[config.mk]
export PLATFORM = sky130hd
export DESIGN_NAME = dsi_lp_escape_lane
export DESIGN_NICKNAME = d
export VERILOG_FILES = /design/src/rtl/dsi_lp_escape_lane.sv
export SDC_FILE = /design/constraint.sdc
export NUM_CORES = 1
export LEC_CHECK = 0
export BUFFER_PORTS_ARGS = -buffer_cell sky130_fd_sc_hd__buf_2
export CORE_MARGIN = 2
export CORE_UTILIZATION = 59
export DETAILED_ROUTE_END_ITERATION = 12
export GPL_TIMING_DRIVEN = 0
export HOLD_SLACK_MARGIN = 0.15
export PLACE_DENSITY_LB_ADDON = 0.05
export SLEW_MARGIN = 15
export SYNTH_ARGS = -nofsm -noshare
export SYNTH_HDL_FRONTEND = slang
export SYNTH_SLANG_ARGS = --single-unit
[constraint.sdc]
create_clock -name clk_sys -period 3.7 [get_ports clk_sys]
set_input_delay 0.925 -clock clk_sys [delete_from_list [all_inputs] [get_ports clk_sys]]
set_output_delay 0.925 -clock clk_sys [all_outputs]
set_load 0.1 [all_outputs]
[src/rtl/dsi_lp_escape_lane.sv]
`default_nettype none
// ============================================================================
// Module   : dsi_lp_escape_lane
// Brief    : D-PHY data-lane LP escape-mode transmitter (LPDT, ULPS, triggers)
// Revision : 1.0 - initial release
// ============================================================================
module dsi_lp_escape_lane #(
  parameter int unsigned T_LPX_CYC      = 4,
  parameter int unsigned T_WAKEUP_CYC   = 16,
  parameter logic [7:0]  CMD_LPDT       = 8'b11100001,
  parameter logic [7:0]  CMD_ULPS       = 8'b00011110,
  parameter logic [7:0]  CMD_RESET_TRIG = 8'b01100010
) (
  input  logic       clk_sys,
  input  logic       rst_n,
  input  logic       enable,
  input  logic       start,
  input  logic [1:0] cmd_sel,
  input  logic [7:0] cmd_user,
  input  logic       ulps_exit,
  input  logic [7:0] tx_data,
  input  logic       tx_valid,
  input  logic       tx_last,
  output logic       tx_ready,
  output logic       busy,
  output logic       in_ulps,
  output logic       done,
  output logic       err_underrun,
  output logic       lp_p,
  output logic       lp_n,
  output logic       lp_oe
);

  localparam logic [7:0]  c_phase_reload = 8'(T_LPX_CYC - 1);
  localparam logic [15:0] c_wake_reload  = 16'(T_WAKEUP_CYC - 1);

  typedef enum logic [2:0] {
    S_DISABLED  = 3'd0,
    S_STOP      = 3'd1,
    S_ESC_ENTRY = 3'd2,
    S_CMD       = 3'd3,
    S_DATA      = 3'd4,
    S_EXIT      = 3'd5,
    S_ULPS      = 3'd6,
    S_WAKE      = 3'd7
  } state_t;

  state_t      r_state, w_nxt_state;
  logic [7:0]  r_phase_cnt, w_nxt_phase_cnt;
  logic [1:0]  r_sub, w_nxt_sub;
  logic [2:0]  r_bit_cnt, w_nxt_bit_cnt;
  logic [15:0] r_wake_cnt, w_nxt_wake_cnt;
  logic [7:0]  r_shift, w_nxt_shift;
  logic [7:0]  r_cmd, w_nxt_cmd;
  logic        r_is_lpdt, w_nxt_is_lpdt;
  logic        r_is_ulps, w_nxt_is_ulps;
  logic [7:0]  r_hold_data, w_nxt_hold_data;
  logic        r_hold_full, w_nxt_hold_full;
  logic        r_hold_last, w_nxt_hold_last;
  logic        r_last_loaded, w_nxt_last_loaded;
  logic        r_last_accepted, w_nxt_last_accepted;

  logic        r_tx_ready, w_nxt_tx_ready;
  logic        r_busy, w_nxt_busy;
  logic        r_in_ulps, w_nxt_in_ulps;
  logic        r_done, w_nxt_done;
  logic        r_err_underrun, w_nxt_err_underrun;
  logic [1:0]  r_line, w_nxt_line;
  logic        r_lp_oe, w_nxt_lp_oe;

  logic        w_phase_end;
  logic        w_load;
  logic        w_accept;

  always_ff @(posedge clk_sys or negedge rst_n) begin
    if (!rst_n) begin
      r_state         <= S_DISABLED;
      r_phase_cnt     <= 8'd0;
      r_sub           <= 2'd0;
      r_bit_cnt       <= 3'd0;
      r_wake_cnt      <= 16'd0;
      r_shift         <= 8'd0;
      r_cmd           <= 8'd0;
      r_is_lpdt       <= 1'b0;
      r_is_ulps       <= 1'b0;
      r_hold_data     <= 8'd0;
      r_hold_full     <= 1'b0;
      r_hold_last     <= 1'b0;
      r_last_loaded   <= 1'b0;
      r_last_accepted <= 1'b0;
      r_tx_ready      <= 1'b0;
      r_busy          <= 1'b0;
      r_in_ulps       <= 1'b0;
      r_done          <= 1'b0;
      r_err_underrun  <= 1'b0;
      r_line          <= 2'b11;
      r_lp_oe         <= 1'b0;
    end else begin
      r_state         <= w_nxt_state;
      r_phase_cnt     <= w_nxt_phase_cnt;
      r_sub           <= w_nxt_sub;
      r_bit_cnt       <= w_nxt_bit_cnt;
      r_wake_cnt      <= w_nxt_wake_cnt;
      r_shift         <= w_nxt_shift;
      r_cmd           <= w_nxt_cmd;
      r_is_lpdt       <= w_nxt_is_lpdt;
      r_is_ulps       <= w_nxt_is_ulps;
      r_hold_data     <= w_nxt_hold_data;
      r_hold_full     <= w_nxt_hold_full;
      r_hold_last     <= w_nxt_hold_last;
      r_last_loaded   <= w_nxt_last_loaded;
      r_last_accepted <= w_nxt_last_accepted;
      r_tx_ready      <= w_nxt_tx_ready;
      r_busy          <= w_nxt_busy;
      r_in_ulps       <= w_nxt_in_ulps;
      r_done          <= w_nxt_done;
      r_err_underrun  <= w_nxt_err_underrun;
      r_line          <= w_nxt_line;
      r_lp_oe         <= w_nxt_lp_oe;
    end
  end

  always_comb begin
    w_nxt_state        = r_state;
    w_nxt_phase_cnt    = r_phase_cnt - 8'd1;
    w_nxt_sub          = r_sub;
    w_nxt_bit_cnt      = r_bit_cnt;
    w_nxt_wake_cnt     = r_wake_cnt;
    w_nxt_shift        = r_shift;
    w_nxt_cmd          = r_cmd;
    w_nxt_is_lpdt      = r_is_lpdt;
    w_nxt_is_ulps      = r_is_ulps;
    w_nxt_last_loaded  = r_last_loaded;
    w_nxt_done         = 1'b0;
    w_nxt_err_underrun = 1'b0;
    w_load             = 1'b0;
    w_phase_end        = (r_phase_cnt == 8'd0);
    w_accept           = tx_valid & r_tx_ready;

    case (r_state)
      S_DISABLED: begin
        if (enable) w_nxt_state = S_STOP;
      end
      S_STOP: begin
        if (!enable) begin
          w_nxt_state = S_DISABLED;
        end else if (start) begin
          w_nxt_state       = S_ESC_ENTRY;
          w_nxt_sub         = 2'd0;
          w_nxt_phase_cnt   = c_phase_reload;
          w_nxt_last_loaded = 1'b0;
          w_nxt_is_lpdt     = (cmd_sel == 2'd0);
          w_nxt_is_ulps     = (cmd_sel == 2'd1);
          case (cmd_sel)
            2'd0:    w_nxt_cmd = CMD_LPDT;
            2'd1:    w_nxt_cmd = CMD_ULPS;
            2'd2:    w_nxt_cmd = CMD_RESET_TRIG;
            default: w_nxt_cmd = cmd_user;
          endcase
        end
      end
      S_ESC_ENTRY: begin
        if (w_phase_end) begin
          w_nxt_phase_cnt = c_phase_reload;
          if (r_sub == 2'd3) begin
            w_nxt_state   = S_CMD;
            w_nxt_sub     = 2'd0;
            w_nxt_bit_cnt = 3'd0;
            w_nxt_shift   = r_cmd;
          end else begin
            w_nxt_sub = r_sub + 2'd1;
          end
        end
      end
      S_CMD, S_DATA: begin
        // sub 0 is the mark phase, sub 1 the separating space
        if (w_phase_end) begin
          w_nxt_phase_cnt = c_phase_reload;
          if (r_sub == 2'd0) begin
            w_nxt_sub = 2'd1;
          end else begin
            w_nxt_sub     = 2'd0;
            w_nxt_bit_cnt = r_bit_cnt + 3'd1;
            w_nxt_shift   = {r_shift[6:0], 1'b0};
            if (r_bit_cnt == 3'd7) begin
              if (r_state == S_CMD && r_is_ulps) begin
                w_nxt_state = S_ULPS;
              end else if (r_state == S_CMD && !r_is_lpdt) begin
                w_nxt_state = S_EXIT;
              end else if (r_state == S_DATA && r_last_loaded) begin
                w_nxt_state = S_EXIT;
              end else if (r_hold_full) begin
                w_nxt_state       = S_DATA;
                w_nxt_shift       = r_hold_data;
                w_nxt_last_loaded = r_hold_last;
                w_load            = 1'b1;
              end else begin
                w_nxt_state        = S_EXIT;
                w_nxt_err_underrun = 1'b1;
              end
            end
          end
        end
      end
      S_EXIT: begin
        if (w_phase_end) begin
          w_nxt_phase_cnt = c_phase_reload;
          if (r_sub == 2'd0) begin
            w_nxt_sub = 2'd1;
          end else begin
            w_nxt_state = S_STOP;
            w_nxt_done  = 1'b1;
          end
        end
      end
      S_ULPS: begin
        if (ulps_exit) begin
          w_nxt_state    = S_WAKE;
          w_nxt_wake_cnt = c_wake_reload;
        end
      end
      S_WAKE: begin
        if (r_wake_cnt == 16'd0) begin
          w_nxt_state = S_STOP;
          w_nxt_done  = 1'b1;
        end else begin
          w_nxt_wake_cnt = r_wake_cnt - 16'd1;
        end
      end
      default: w_nxt_state = S_DISABLED;
    endcase

    // Holding register and last-byte bookkeeping are wiped whenever the lane returns to STOP
    w_nxt_hold_full     = (w_accept | (r_hold_full & ~w_load)) & (w_nxt_state != S_STOP);
    w_nxt_hold_data     = w_accept ? tx_data : r_hold_data;
    w_nxt_hold_last     = w_accept ? tx_last : r_hold_last;
    w_nxt_last_accepted = (r_last_accepted | (w_accept & tx_last)) & (w_nxt_state != S_STOP);

    w_nxt_tx_ready = ((w_nxt_state == S_CMD && w_nxt_is_lpdt) || w_nxt_state == S_DATA)
                     && !w_nxt_hold_full && !w_nxt_last_accepted;
    w_nxt_busy     = (w_nxt_state != S_DISABLED) && (w_nxt_state != S_STOP);
    w_nxt_in_ulps  = (w_nxt_state == S_ULPS);
    w_nxt_lp_oe    = (w_nxt_state != S_DISABLED);

    w_nxt_line = 2'b11;
    case (w_nxt_state)
      S_ESC_ENTRY: begin
        case (w_nxt_sub)
          2'd0:    w_nxt_line = 2'b10;
          2'd2:    w_nxt_line = 2'b01;
          default: w_nxt_line = 2'b00;
        endcase
      end
      S_CMD, S_DATA: begin
        if (w_nxt_sub == 2'd0) w_nxt_line = w_nxt_shift[7] ? 2'b10 : 2'b01;
        else                   w_nxt_line = 2'b00;
      end
      S_EXIT:  w_nxt_line = (w_nxt_sub == 2'd0) ? 2'b00 : 2'b10;
      S_ULPS:  w_nxt_line = 2'b00;
      S_WAKE:  w_nxt_line = 2'b10;
      default: w_nxt_line = 2'b11;
    endcase
  end

  assign tx_ready     = r_tx_ready;
  assign busy         = r_busy;
  assign in_ulps      = r_in_ulps;
  assign done         = r_done;
  assign err_underrun = r_err_underrun;
  assign lp_p         = r_line[1];
  assign lp_n         = r_line[0];
  assign lp_oe        = r_lp_oe;

endmodule
`default_nettype wire

==> impl_metrics.tcl <==
set metrics [dict create \
    run_status "finished, final reports clean" \
    timing.critical_path.from_type "register" \
    cts_made_buffers 9 \
    synth.lib_cells_used.distinct 59 \
    ff2ff_setup_slack_ns 0.57 \
    starting_density_of_the_core_pct 60.16 \
    core_area_um2 6241 \
    power_switching_uw 333.7 \
    area_growth_synth_to_finish_pct 14.40 \
    via_count 3123 \
    timing.reg2reg.worst_path_depth 9 \
    antenna_found_initial 0 \
    cts_root_buffer "sky130_fd_sc_hd__clkbuf_8" \
    cts_max_path_buffers 2 \
    largest_cells_by_area_after_synthesis "sky130_fd_sc_hd__dfrtp_1 45%, sky130_fd_sc_hd__nand2_1 4.3%, sky130_fd_sc_hd__nor2_1 4.0%, sky130_fd_sc_hd__ha_1 3.7%, sky130_fd_sc_hd__xnor2_1 2.8%" \
    synth_async_sr_flop_share_pct 100.0 \
    worst_clock_skew_ns 0.01175 \
    critical_path_at_ns 3.42 \
    synth_fp_nets 427 \
    grt_pass1_wl_um 14910 \
    tightest_slew_ns 0.8443 \
    area_enclosed_by_the_die_boundary_um2 7018 \
    placed_cells 501 \
    report.final.slew_viol_count 0 \
    power.leakage_uw 0.001969 \
    final_antenna_net_count 0 \
    via_per_inst 6.041 \
    core.rowCount 29 \
    number_of_global_route_vias_before_repair 3035 \
    cap_violations 0 \
    globalRoute.totalOverflow 0 \
    cellInternalPower_uw 1253 \
    critical_path_class "register to register" \
    post_synthesis_sequential_area_ratio_pct 46.72 \
    syn_area_um2 3755 \
    final_util_pct 68.83 \
    drt-wirelength-per-cell_um 17.08 \
    power_per_cell_area_nw_per_um2 369.3 \
    ys_seq_elements 70 \
    setup_tns_ns 0 \
    power.clock.fraction_pct 49.0 \
    postRouteWirelength_um 8831 \
    die-width_um 83.78 \
    route.detailed.drc 0 \
    global_route.usage.total_pct 26.98 \
    die_height_um 83.78 \
    dominantRegCellSynth "sky130_fd_sc_hd__dfrtp_1" \
    clkSlewWorstSetupHoldPaths_ns 0.08 \
    switching_share_pct 21.04 \
    grt_max_degree 52 \
    share_of_the_cycle_needed_by_the_critical_path_after_routing_pct 84.60 \
    rsz0062_at_grt "false" \
    combinational_share_of_power_pct 2.9 \
    seq_power_share_pct 48.2 \
    ctsHtreeMaxLevel 3 \
    drtPass1Iterations 5 \
    finalCriticalPeriod_ns 3.130 \
    synthesis.area_per_instance_um2 9.603 \
    io_pins 33 \
    cts-hold-fix-buffers 0 \
    detail_placement_hpwl_um 6292 \
    report.final.setup_viol 0 \
    final_common_cell "sky130_fd_sc_hd__dfrtp_1" \
    synth_largest_area_cell "sky130_fd_sc_hd__dfrtp_1" \
    yosys.area.top_type_share_pct 45.32 \
    nets 471 \
    cts_tree "built" \
    post-cts-setup-buffers 0 \
    final-instance-count-excl-fill 517 \
    worst_ep_required_time_ns 3.99 \
    timing.fmax_mhz 319.5 \
    gp_routability_congestion 0.9328 \
    drt-initial-drc-count 261 \
    timing_hold_violations_final 0 \
    post_cts.resized_instances 0 \
    antenna_cells_inserted 0 \
    worst_ir_drop_vdd_mv 0.2943 \
    synth-edff-count 0 \
    numClockSinks 70 \
    drive_above_1_share_pct 15.68 \
    clk-insertion-delay-late_ns 0.35 \
    mostFrequentLayoutCells "68 x sky130_fd_sc_hd__dfrtp_1, 43 x sky130_fd_sc_hd__nand2_1, 40 x sky130_fd_sc_hd__nor2_1" \
    timing.max_slew.rel_slack_pct 43.66 \
    buffer_ports.inserted 32 \
    ys_warn_count 0 \
    syn-instance-count 391 \
    timing.critical_path.to_type "register" \
    hold_path_class "input port to async pin" \
    crit_fanout 10 \
]
[sequential cells by signal (all words and copies together), names as in the netlist]
register / flops
busy: 1
done: 1
err_underrun: 1
in_ulps: 1
lp_oe: 1
r_bit_cnt: 3
r_cmd: 8
r_hold_data: 8
r_hold_full: 1
r_hold_last: 1
r_is_lpdt: 1
r_is_ulps: 1
r_last_accepted: 1
r_last_loaded: 1
r_line: 2
r_phase_cnt: 8
r_shift: 8
r_state: 3
r_sub: 2
r_wake_cnt: 16
tx_ready: 1
[synth_stat cells (3+ instances only)]
| master | count |
|---|---|
| sky130_fd_sc_hd__a211o_1 | 4 |
| sky130_fd_sc_hd__a21oi_1 | 16 |
| sky130_fd_sc_hd__a22oi_1 | 7 |
| sky130_fd_sc_hd__a31o_1 | 3 |
| sky130_fd_sc_hd__a31oi_1 | 5 |
| sky130_fd_sc_hd__clkbuf_1 | 15 |
| sky130_fd_sc_hd__dfrtp_1 | 68 |
| sky130_fd_sc_hd__ha_1 | 11 |
| sky130_fd_sc_hd__inv_1 | 16 |
| sky130_fd_sc_hd__mux2_2 | 9 |
| sky130_fd_sc_hd__mux2i_1 | 9 |
| sky130_fd_sc_hd__nand2_1 | 43 |
| sky130_fd_sc_hd__nand2b_1 | 13 |
| sky130_fd_sc_hd__nand3_1 | 10 |
| sky130_fd_sc_hd__nand4_1 | 3 |
| sky130_fd_sc_hd__nor2_1 | 40 |
| sky130_fd_sc_hd__nor2b_1 | 7 |
| sky130_fd_sc_hd__nor3_1 | 10 |
| sky130_fd_sc_hd__nor3b_1 | 5 |
| sky130_fd_sc_hd__nor4_1 | 10 |
| sky130_fd_sc_hd__o21ai_0 | 19 |
| sky130_fd_sc_hd__o221ai_1 | 3 |
| sky130_fd_sc_hd__o31ai_1 | 6 |
| sky130_fd_sc_hd__or3_1 | 6 |
| sky130_fd_sc_hd__xnor2_1 | 12 |
[worst max-delay path, cell delays in order (launching register included)]
cell and delay (ns):
sky130_fd_sc_hd__dfrtp_1 0.33, sky130_fd_sc_hd__clkbuf_1 0.31, sky130_fd_sc_hd__buf_2 0.29, sky130_fd_sc_hd__and4bb_1 0.24, sky130_fd_sc_hd__a211oi_4 0.58, sky130_fd_sc_hd__mux2i_1 0.27
sky130_fd_sc_hd__o221ai_1 0.24, sky130_fd_sc_hd__or3_1 0.42, sky130_fd_sc_hd__a211o_1 0.26, sky130_fd_sc_hd__nand3_1 0.10
[power by group through the flow]
stage	Sequential (uW)	Clock [uW]	Combinational, uW
after CTS	764	781	46.6
after floorplan	780	0	9.50
after global placement	780	0	40.8
after detailed placement	780	0	46.0
after global routing	764	816	51.9
final	764	777	45.2
[metrics by stage]
| stage | hold WS [ns] | total power, uW | cell area (um2) | setup slack, ns |
|---|---|---|---|---|
| final | 0.4569 | 1586 | 4295 | 0.5699 |
| after global placement | 0.4602 | 820.4 | 4011 | 0.5772 |
| after detailed placement | 0.4653 | 825.6 | 4041 | 0.5780 |
| after global routing | 0.4699 | 1632 | 4295 | 0.3249 |
| after CTS | 0.4601 | 1592 | 4295 | 0.5584 |
| after floorplan | 0.4365 | 789.3 | 3755 | 0.9883 |
[layer usage]
| layer | up-vias | track usage, % | share of wire [%] |
|---|---|---|---|
| li1 | 1490 | - | - |
| met1 | 1517 | 37.71 | 47 |
| met2 | 98 | 42.91 | 47 |
| met3 | 18 | 3.264 | 4.0 |
| met4 | 0 | 11.14 | 2.0 |
| met5 | - | 0 | 0 |
[kinds of logic (layout without fill, tap and decap cells)]
logic type | Yosys count | count (layout) | share of synthesized area, %
buf+inv | 32 | 81 | 3.232
flops | 70 | 70 | 46.72
xor+xnor | 14 | 14 | 3.266
fa+ha+maj | 11 | 11 | 3.665
compound gates | 84 | 84 | 15.80
simple gates | 162 | 162 | 22.23
mux | 18 | 18 | 5.098
[area by class of cell]
class / count / area [um2]
clock inverters: 6 / 116.4
flip-flops and latches: 70 / 1754
inverters: 16 / 60.06
repair buffers: 33 / 190.2
well taps: 77 / 96.34
clock buffers: 10 / 137.6
multi-input cells: 289 / 1879
fillers: 497 / 1946
plain buffers: 16 / 61.31
[final timing paths]
kind	startpoint	endpoint
max	r_state[0]	r_line[0]
min	rst_n	r_wake_cnt[8]
max reg2reg	r_state[0]	r_line[0]
min reg2reg	r_phase_cnt[0]	r_phase_cnt[0]
max in group asynchronous	rst_n	r_line[0]
min in group clk_sys	r_phase_cnt[0]	r_phase_cnt[0]
(Power assumes the default switching activity.)
